[config.mk]
export PLATFORM = sky130hd
export DESIGN_NAME = fft32_frame_scheduler
export DESIGN_NICKNAME = d
export VERILOG_FILES = /design/src/rtl/fft32_frame_scheduler.sv
export SDC_FILE = /design/constraint.sdc
export NUM_CORES = 1
export LEC_CHECK = 0
export ABC_AREA = 0
export BUFFER_PORTS_ARGS = -buffer_cell sky130_fd_sc_hd__buf_2
export CAP_MARGIN = 30
export CORE_MARGIN = 2
export CORE_UTILIZATION = 63
export CTS_CLUSTER_DIAMETER = 200
export DETAILED_ROUTE_END_ITERATION = 10
export HOLD_SLACK_MARGIN = 0.1
export PLACE_DENSITY = 0.91
export SETUP_SLACK_MARGIN = 0.05
export SYNTH_ARGS = -nofsm -noshare
export SYNTH_HDL_FRONTEND = slang
export SYNTH_SLANG_ARGS = --single-unit
[constraint.sdc]
create_clock -name ap_clk -period 4.68 [get_ports ap_clk]
set_input_delay 0.702 -clock ap_clk [delete_from_list [all_inputs] [get_ports ap_clk]]
set_output_delay 0.702 -clock ap_clk [all_outputs]
set_load 0.01 [all_outputs]
[src/rtl/fft32_frame_scheduler.sv]
// Frame scheduler for the fft32 HLS kernel. It runs a programmed number of invocations and gates
// the input stream to FRAME_LEN beats per frame. A progress watchdog turns stalls into errors.
module fft32_frame_scheduler #(
   parameter int unsigned FRAME_LEN = 32,
   parameter int unsigned CNT_W     = 16,
   parameter int unsigned TIMEOUT   = 1024
) (
   input  logic             ap_clk,
   input  logic             ap_rst_n,
   input  logic             cfg_start,
   input  logic             cfg_abort,
   input  logic [CNT_W-1:0] cfg_num_frames,
   output logic             ap_start,
   input  logic             ap_ready,
   input  logic             ap_done,
   input  logic             src_tvalid,
   output logic             src_tready,
   output logic             krn_in_tvalid,
   input  logic             krn_in_tready,
   input  logic             krn_out_tvalid,
   input  logic             krn_out_tready,
   output logic             busy,
   output logic             done,
   output logic             err,
   output logic [1:0]       err_code,
   output logic [CNT_W-1:0] frames_done
);

   localparam int unsigned BW = $clog2(FRAME_LEN + 2);
   localparam int unsigned WW = (TIMEOUT > 2) ? $clog2(TIMEOUT) : 1;
   localparam logic [BW-1:0] LenB  = BW'(FRAME_LEN);
   localparam logic [BW-1:0] SatB  = BW'(FRAME_LEN + 1);
   localparam logic [WW-1:0] WdMax = WW'(TIMEOUT - 1);

   localparam logic [2:0] StIdle  = 3'd0;
   localparam logic [2:0] StStart = 3'd1;
   localparam logic [2:0] StFeed  = 3'd2;
   localparam logic [2:0] StWait  = 3'd3;
   localparam logic [2:0] StDone  = 3'd4;
   localparam logic [2:0] StErr   = 3'd5;

   logic [2:0]       state_q, state_d;
   logic [BW-1:0]    in_cnt_q, in_cnt_d;
   logic [BW-1:0]    out_cnt_q, out_cnt_d;
   logic [CNT_W-1:0] num_q, num_d;
   logic [CNT_W-1:0] frames_q, frames_d, frames_inc;
   logic [WW-1:0]    wd_q, wd_d;
   logic             err_q, err_d;
   logic [1:0]       code_q, code_d;
   logic             zdone_q, zdone_d;
   logic             in_beat, out_beat, gate_open, progress;

   assign busy          = (state_q == StStart) | (state_q == StFeed) | (state_q == StWait);
   assign gate_open     = (state_q == StFeed) & (in_cnt_q < LenB);
   assign krn_in_tvalid = src_tvalid & gate_open;
   assign src_tready    = krn_in_tready & gate_open;
   assign in_beat       = krn_in_tvalid & krn_in_tready;
   assign out_beat      = krn_out_tvalid & krn_out_tready;
   assign progress      = in_beat | out_beat | ap_done | ((state_q == StStart) & ap_ready);
   assign frames_inc    = frames_q + CNT_W'(1);

   assign ap_start    = (state_q == StStart);
   assign done        = (state_q == StDone) | zdone_q;
   assign err         = err_q;
   assign err_code    = code_q;
   assign frames_done = frames_q;

   always_comb begin
      state_d   = state_q;
      in_cnt_d  = in_cnt_q;
      out_cnt_d = out_cnt_q;
      num_d     = num_q;
      frames_d  = frames_q;
      err_d     = err_q;
      code_d    = code_q;
      zdone_d   = 1'b0;

      // out_cnt_d already includes a beat landing in the same cycle as ap_done
      if (busy && out_beat && (out_cnt_q != SatB)) out_cnt_d = out_cnt_q + BW'(1);

      case (state_q)
         StIdle, StErr: begin
            if (cfg_start) begin
               if (cfg_num_frames != '0) begin
                  state_d  = StStart;
                  num_d    = cfg_num_frames;
                  frames_d = '0;
                  err_d    = 1'b0;
                  code_d   = 2'd0;
               end else begin
                  state_d = StIdle;
                  zdone_d = 1'b1;
               end
            end
         end
         StStart: if (ap_ready) state_d = StFeed;
         StFeed: begin
            if (ap_done) begin
               state_d = StErr;
               err_d   = 1'b1;
               code_d  = 2'd2;
            end else if (in_beat) begin
               in_cnt_d = in_cnt_q + BW'(1);
               if (in_cnt_d == LenB) state_d = StWait;
            end
         end
         StWait: begin
            if (ap_done) begin
               if (out_cnt_d != LenB) begin
                  state_d = StErr;
                  err_d   = 1'b1;
                  code_d  = 2'd3;
               end else begin
                  frames_d = frames_inc;
                  state_d  = (frames_inc == num_q) ? StDone : StStart;
               end
            end
         end
         StDone:  state_d = StIdle;
         default: state_d = StIdle;
      endcase

      if (busy && !progress && (state_d == state_q) && (wd_q == WdMax)) begin
         state_d = StErr;
         err_d   = 1'b1;
         code_d  = (state_q == StFeed) ? 2'd1 : 2'd2;
      end

      // Abort wins over everything, including a same-cycle completion or error
      if (cfg_abort) begin
         state_d  = StIdle;
         zdone_d  = 1'b0;
         num_d    = num_q;
         frames_d = frames_q;
         err_d    = err_q;
         code_d   = code_q;
      end

      if ((state_d == StStart) && (state_q != StStart)) begin
         in_cnt_d  = '0;
         out_cnt_d = '0;
      end

      wd_d = (!busy || progress || (state_d != state_q)) ? '0 : wd_q + WW'(1);
   end

   always_ff @(posedge ap_clk or negedge ap_rst_n) begin
      if (!ap_rst_n) begin
         state_q   <= StIdle;
         in_cnt_q  <= '0;
         out_cnt_q <= '0;
         num_q     <= '0;
         frames_q  <= '0;
         wd_q      <= '0;
         err_q     <= 1'b0;
         code_q    <= 2'd0;
         zdone_q   <= 1'b0;
      end else begin
         state_q   <= state_d;
         in_cnt_q  <= in_cnt_d;
         out_cnt_q <= out_cnt_d;
         num_q     <= num_d;
         frames_q  <= frames_d;
         wd_q      <= wd_d;
         err_q     <= err_d;
         code_q    <= code_d;
         zdone_q   <= zdone_d;
      end
   end

endmodule
==> run summary, run 1 <==
YS warnings -> 0
Post-synth net total -> 423
Pins Over Slew Limit -> 0
Post-route core utilization -> 0.725
Top delay family on crit path -> simple AND/OR/NAND/NOR gates
FF-to-FF path depth -> 7
Routed Antenna Nets -> 0
Minimum clock period -> 3.49 ns
Max Cap Viol -> 0
Total grt overflow -> 0
Register clock-pin slew on the reported worst setup and hold paths -> 0.07 ns
Pleak -> 1.86 nW
Crit path kind -> reg2reg
Clk Latency, worst-skew pair -> 0.35 ns
Hold Violations, Final -> 0
Clock root cell -> clkbuf_8
Top-area cell type share of the netlist area -> 0.403
Routing usage on met3 -> 0.0582
I/O Pins -> 50
Sequential Power Share -> 0.439
Initial Utilization -> 0.648
Worst-path cell chain -> o21bai_1 -> nand4bb_1 -> nor3_2 -> nand4b_1 -> nand3_2 -> a211oi_2 -> nor2_1
Fmax -> 287 MHz
Via count -> 3268
DIE AREA -> 6650 um^2
FF-to-FF End -> out_cnt_q[4]$_DFF_PN0_
Final period utilization -> 0.746
Row Count -> 28
Fin Setup TNS -> 0 ns
Synth top area cells -> dfrtp_1 40%, mux2_2 5.6%, o31ai_1 5.0%, xnor2_1 4.4%, xor2_1 4.4%
RR Startpoint -> state_q[0]$_DFF_PN0_
Die height -> 81.6 um
Syn_area_per_cell -> 9.67 um^2
Crit path buf inv count -> 0
Max rail drop VDD -> 0.242 mV
Post-synthesis register bit count -> 61
Met2 Use GR -> 0.498
Crit-path max FO -> 18
Routed len/inst -> 18.0 um
GR Util met1 -> 0.377
Drt pass-1 iters -> 4
Worst-Margin Slew -> 0.878 ns
Non-Filler Instances -> 510
All-Layer GR Usage -> 0.300
Comb pwr share -> 0.195
Register area share after synthesis -> 0.403
Maximum clock insertion buffer count -> 2
Initial antenna violation count -> 0
Number of synthesized flops with an enable pin -> 0
Share of cells above drive strength 1 -> 0.230
GR peak layer -> met2
Yosys top cell by area -> dfrtp_1
Worst EP arrival -> 3.69 ns
Dpl hpwl -> 6270 um
Power Density -> 347 nW/um^2
First-pass GRT wire length -> 15100 um
Async S/R FF share, synth -> 1.00
Chip Width -> 81.6 um
Hold_buf cts -> 0
Startpoint Class -> flip-flop
Outcome -> complete, no violations
Clock power frac -> 0.366
Ys flop type -> dfrtp_1
First DRT Iteration DRCs -> 229
DRC violations left -> 0
GPL Wtd Cong -> 0.947
Port-buffer cells -> 49
Dpl cells -> 494
NetSw -> 0.429 mW
Largest net degree at the start of global routing -> 62
CTS Buf Count -> 9
Synth Instances -> 392
Slowest cell on crit path -> a211oi_2
Tot Pwr -> 1.47 mW
Mapped cell area -> 3790 um^2
H-Tree Depth -> 3
# diodes -> 0
Clock Skews -> 0.00557 ns
Hold Crit Class -> in2async
Post-Route WL -> 9210 um
Reg2reg setup slack -> 1.19 ns
Unrepaired setup endpoints after global routing -> false
Core Region -> 5850 um^2
Distinct cells, synth -> 69
Switch share -> 0.291
Routed vias/inst -> 6.41
Setup Viol. Count Final -> 0
Slowest cell delay on critical path -> 0.83 ns
Clk sinks -> 61
Setup Buffers After CTS -> 0
Slew Limit Headroom -> 0.415
Vias in the first global route -> 3099
Final Net Count -> 461
Required @ worst endpoint -> 4.88 ns
Layout area overhead -> 12.0%
Setup crit end kind -> flip-flop
Critical Path Start -> state_q[0]$_DFF_PN0_
CTS tree -> yes
Post-CTS sizing -> 0
Pint -> 1.04 mW
==> Yosys cell counts (4+ instances only) <==
master	count
and3_1	5
o31ai_1	25
nor2b_1	4
xnor2_1	19
dfrtp_1	61
a21oi_1	7
o21ai_0	10
nor2_1	37
nand2_1	21
nand2b_1	8
clkbuf_1	11
buf_2	6
inv_1	9
mux2_2	19
a31oi_1	4
nand4_1	12
nor4_1	7
ha_1	5
and4_1	7
o21a_1	4
o41ai_1	5
nand3_1	18
nor3_1	8
xor2_1	19
==> worst register-to-register path, stage by stage (launching register included) <==
cell and delay, ns:
dfrtp_1 0.62, o21bai_1 0.23, nand4bb_1 0.31, nor3_2 0.53, nand4b_1 0.27, nand3_2 0.42
a211oi_2 0.84, nor2_1 0.12
==> worst max path at each step <==
stage                                          to  slack, ns  depth (start not counted)
after floorplan                 wd_q[1]$_DFF_PN0_       2.13                         10
after global placement     out_cnt_q[5]$_DFF_PN0_       1.44                          8
after detailed placement   out_cnt_q[0]$_DFF_PN0_       1.22                          8
after CTS                 in_cnt_q[0]$_DFFE_PN0P_       1.25                          7
after global routing      in_cnt_q[1]$_DFFE_PN0P_       0.92                          7
final                      out_cnt_q[4]$_DFF_PN0_       1.19                          7
==> power by group through the flow <==
stage | Clock (mW) | Sequential [mW] | Combinational [mW]
4_1_cts | 0.545 | 0.645 | 0.286
3_5_place_dp | 0 | 0.654 | 0.283
2_1_floorplan | 0 | 0.639 | 0.217
5_1_grt | 0.570 | 0.655 | 0.315
3_3_place_gp | 0 | 0.650 | 0.271
6_report | 0.539 | 0.647 | 0.287
==> cell families after synthesis <==
kind of cell | count (synthesis) | share of synthesized area
xor gates and xnor gates | 38 | 0.0878
muxes | 20 | 0.0591
DFF | 61 | 0.403
AOI/OAI and AO/OA | 84 | 0.167
and+or+nand+nor | 151 | 0.225
adders and majority gates | 5 | 0.0165
buffers and inverters | 33 | 0.0419
==> layout make-up <==
type                            instances  area, um^2
Clock buffer                           11         141
Clock inverter                          5        83.8
Fill cell                             423        1610
Inverter                                9        33.8
Multi-Input combinational cell        298        2100
Sequential cell                        61        1530
Tap cell                               75        93.8
Timing Repair Buffer                   51         260
==> stage by stage <==
stage | setup slack [ns] | hold WS, ns | area, um^2
final | 1.19 | 0.490 | 4240
after global routing | 0.916 | 0.526 | 4240
after CTS | 1.25 | 0.505 | 4240
after detailed placement | 1.22 | 0.487 | 4020
after global placement | 1.44 | 0.484 | 4020
after floorplan | 2.13 | 0.406 | 3790
==> per-layer routing <==
metal | vias to the layer above | wire (um)
li1 | 1538 | -
met1 | 1565 | 3760
met2 | 135 | 4640
met3 | 30 | 530
met4 | 0 | 270
met5 | - | 0
==> registers in the layout, indices dropped and copies added (netlist names) <==
register     flops
num_q           16
frames_done     16
err_code         2
wd_q            10
err              1
zdone_q          1
out_cnt_q        6
state_q          3
in_cnt_q         6
==> layout by cell type (no fill, tap or decap), types with 5 or more instances in the layout <==
cell type	instances
a21oi_1	7
and3_1	5
and4_1	7
buf_2	49
clkbuf_8	10
dfrtp_1	61
ha_1	5
inv_1	9
mux2_2	19
nand2_1	21
nand2b_1	8
nand3_1	18
nand4_1	12
nor2_1	37
nor3_1	8
nor4_1	7
o21ai_0	10
o31ai_1	25
o41ai_1	5
xnor2_1	19
xor2_1	19
(Power assumes the default switching activity.)
==> inputs of run 2 (changes only) <==
--- a/config.mk
+++ b/config.mk
@@ -9,11 +9,11 @@
 export BUFFER_PORTS_ARGS = -buffer_cell sky130_fd_sc_hd__buf_2
 export CAP_MARGIN = 30
 export CORE_MARGIN = 2
-export CORE_UTILIZATION = 63
+export CORE_UTILIZATION = 58
 export CTS_CLUSTER_DIAMETER = 200
 export DETAILED_ROUTE_END_ITERATION = 10
 export HOLD_SLACK_MARGIN = 0.1
-export PLACE_DENSITY = 0.91
+export PLACE_DENSITY = 0.85
 export SETUP_SLACK_MARGIN = 0.05
 export SYNTH_ARGS = -nofsm -noshare
 export SYNTH_HDL_FRONTEND = slang
==> constraint.sdc (replaced) <==
create_clock -name ap_clk -period 3.3 [get_ports ap_clk]
set_input_delay 0.495 -clock ap_clk [delete_from_list [all_inputs] [get_ports ap_clk]]
set_output_delay 0.495 -clock ap_clk [all_outputs]
set_load 0.01 [all_outputs]
==> run summary, run 2 (synthesized netlist as in run 1, its figures left out) <==
Fmax -> 333 MHz
Sequential Power Share -> 0.436
Chip Width -> 84.8 um
Dpl hpwl -> 6470 um
First-pass GRT wire length -> 15300 um
Outcome -> complete, no violations
CTS tree -> yes
Comb pwr share -> 0.198
Most frequent cells in the layout -> 61 x dfrtp_1, 49 x buf_2, 37 x nor2_1, 25 x o31ai_1, 21 x nand2_1
Initial antenna violation count -> 0
Pleak -> 1.90 nW
Slew Limit Headroom -> 0.543
Setup Buffers After CTS -> 0
Post-Route WL -> 9140 um
Die height -> 84.8 um
CTS Buf Count -> 9
Clock root cell -> clkbuf_8
Clock power frac -> 0.365
Layout area overhead -> 13.9%
Routed vias/inst -> 6.43
Setup crit end kind -> flip-flop
First DRT Iteration DRCs -> 197
Final Net Count -> 468
Register clock-pin slew on the reported worst setup and hold paths -> 0.07 ns
Power Density -> 488 nW/um^2
Switch share -> 0.286
Vias in the first global route -> 3185
Total grt overflow -> 0
Routed len/inst -> 17.6 um
DIE AREA -> 7200 um^2
# fillers -> 472
Setup Viol. Count Final -> 0
Final WS setup -> 0.298 ns
NetSw -> 0.604 mW
I/O Pins -> 50
Most common cell after layout, fill and taps aside -> dfrtp_1
Initial Utilization -> 0.597
Pint -> 1.50 mW
Hold Crit Class -> in2async
Hold Violations, Final -> 0
Max rail drop VDD -> 0.306 mV
Crit path kind -> reg2reg
H-Tree Depth -> 3
Post-route core utilization -> 0.680
Maximum clock insertion buffer count -> 2
# diodes -> 0
Post-Place Worst Slack -> 0.178 ns
Startpoint Class -> flip-flop
Routed Antenna Nets -> 0
Row Count -> 29
Pins Over Slew Limit -> 0
Minimum clock period -> 3.00 ns
Fin Setup TNS -> 0 ns
Port-buffer cells -> 49
Final period utilization -> 0.910
GPL Wtd Cong -> 0.961
Clk sinks -> 61
Drt pass-1 iters -> 7
Max Cap Viol -> 0
DRC violations left -> 0
Worst-Margin Slew -> 0.686 ns
Core Region -> 6350 um^2
Unrepaired setup endpoints after global routing -> false
Hold Slack -> 0.174 ns
Worst EP arrival -> 3.23 ns
Via count -> 3337
Crit-path max FO -> 11
Clk Latency, worst-skew pair -> 0.36 ns
Share of cells above drive strength 1 -> 0.244
Largest net degree at the start of global routing -> 30
Required @ worst endpoint -> 3.53 ns
Clock Skews -> 0.00923 ns
All-Layer GR Usage -> 0.268
-- run 2: worst paths after layout --
check / start / end / slack (ns) / cells past startpoint
max: frames_done[0]$_DFFE_PN0P_ / wd_q[1]$_DFF_PN0_ / 0.30 / 8
min: ap_rst_n / frames_done[11]$_DFFE_PN0P_ / 0.17 / 1
max reg2reg: frames_done[0]$_DFFE_PN0P_ / wd_q[1]$_DFF_PN0_ / 0.30 / 8
min reg2reg: wd_q[0]$_DFF_PN0_ / wd_q[0]$_DFF_PN0_ / 0.50 / 1
max in group asynchronous: ap_rst_n / num_q[1]$_DFFE_PN0P_ / 2.43 / 2
min in group ap_clk: cfg_num_frames[14] / num_q[14]$_DFFE_PN0P_ / 0.38 / 2
-- run 2: through the flow --
stage / total power, mW / area (um^2) / cells
floorplan: 1.21 / 3790 / 392
global placement: 1.32 / 4070 / 503
detailed placement: 1.34 / 4070 / 503
CTS: 2.11 / 4300 / 519
global route: 2.20 / 4320 / 519
finish: 2.11 / 4320 / 519
-- run 2: layout make-up --
cell class,count,area [um^2],share of cell area
multi-input combinational,298,2120,0.492
inverter,9,33.8,0.00782
timing repair buffer,58,313,0.0724
clock inverter,4,70.1,0.0162
clock buffer,12,155,0.0359
tap,77,96.3,0.0223
sequential,61,1530,0.354
-- run 2: worst max-delay path: stages, from the launching register on --
cell	delay, ns
dfrtp_1	0.48
ha_1	0.31
nand3_2	0.23
or4_1	0.53
a22oi_1	0.21
nand4_1	0.19
nor4_4	0.48
o41a_1	0.33
nor3b_1	0.10
-- run 2: metal layers --
layer  global-route usage  vias to the layer above  wire length [um]
met2                0.450                      140              4610
met4                0.124                        0               212
met3               0.0486                       20               531
li1                     -                     1553                 -
met1                0.338                     1624              3780
met5                    0                        -                 0
-- run 2: power groups by stage --
stage / logic [mW] / registers [mW] / clock network, mW
final: 0.418 / 0.920 / 0.770
after global routing: 0.459 / 0.929 / 0.809
after CTS: 0.413 / 0.919 / 0.780
after detailed placement: 0.410 / 0.932 / 0
after global placement: 0.396 / 0.927 / 0
after floorplan: 0.308 / 0.906 / 0
-- run 2: timing repair --
item	CTS	global route
setup endpoints to repair	0	14
hold endpoints to repair	0	0
hold buffers	0	0
gates resized for setup	0	3
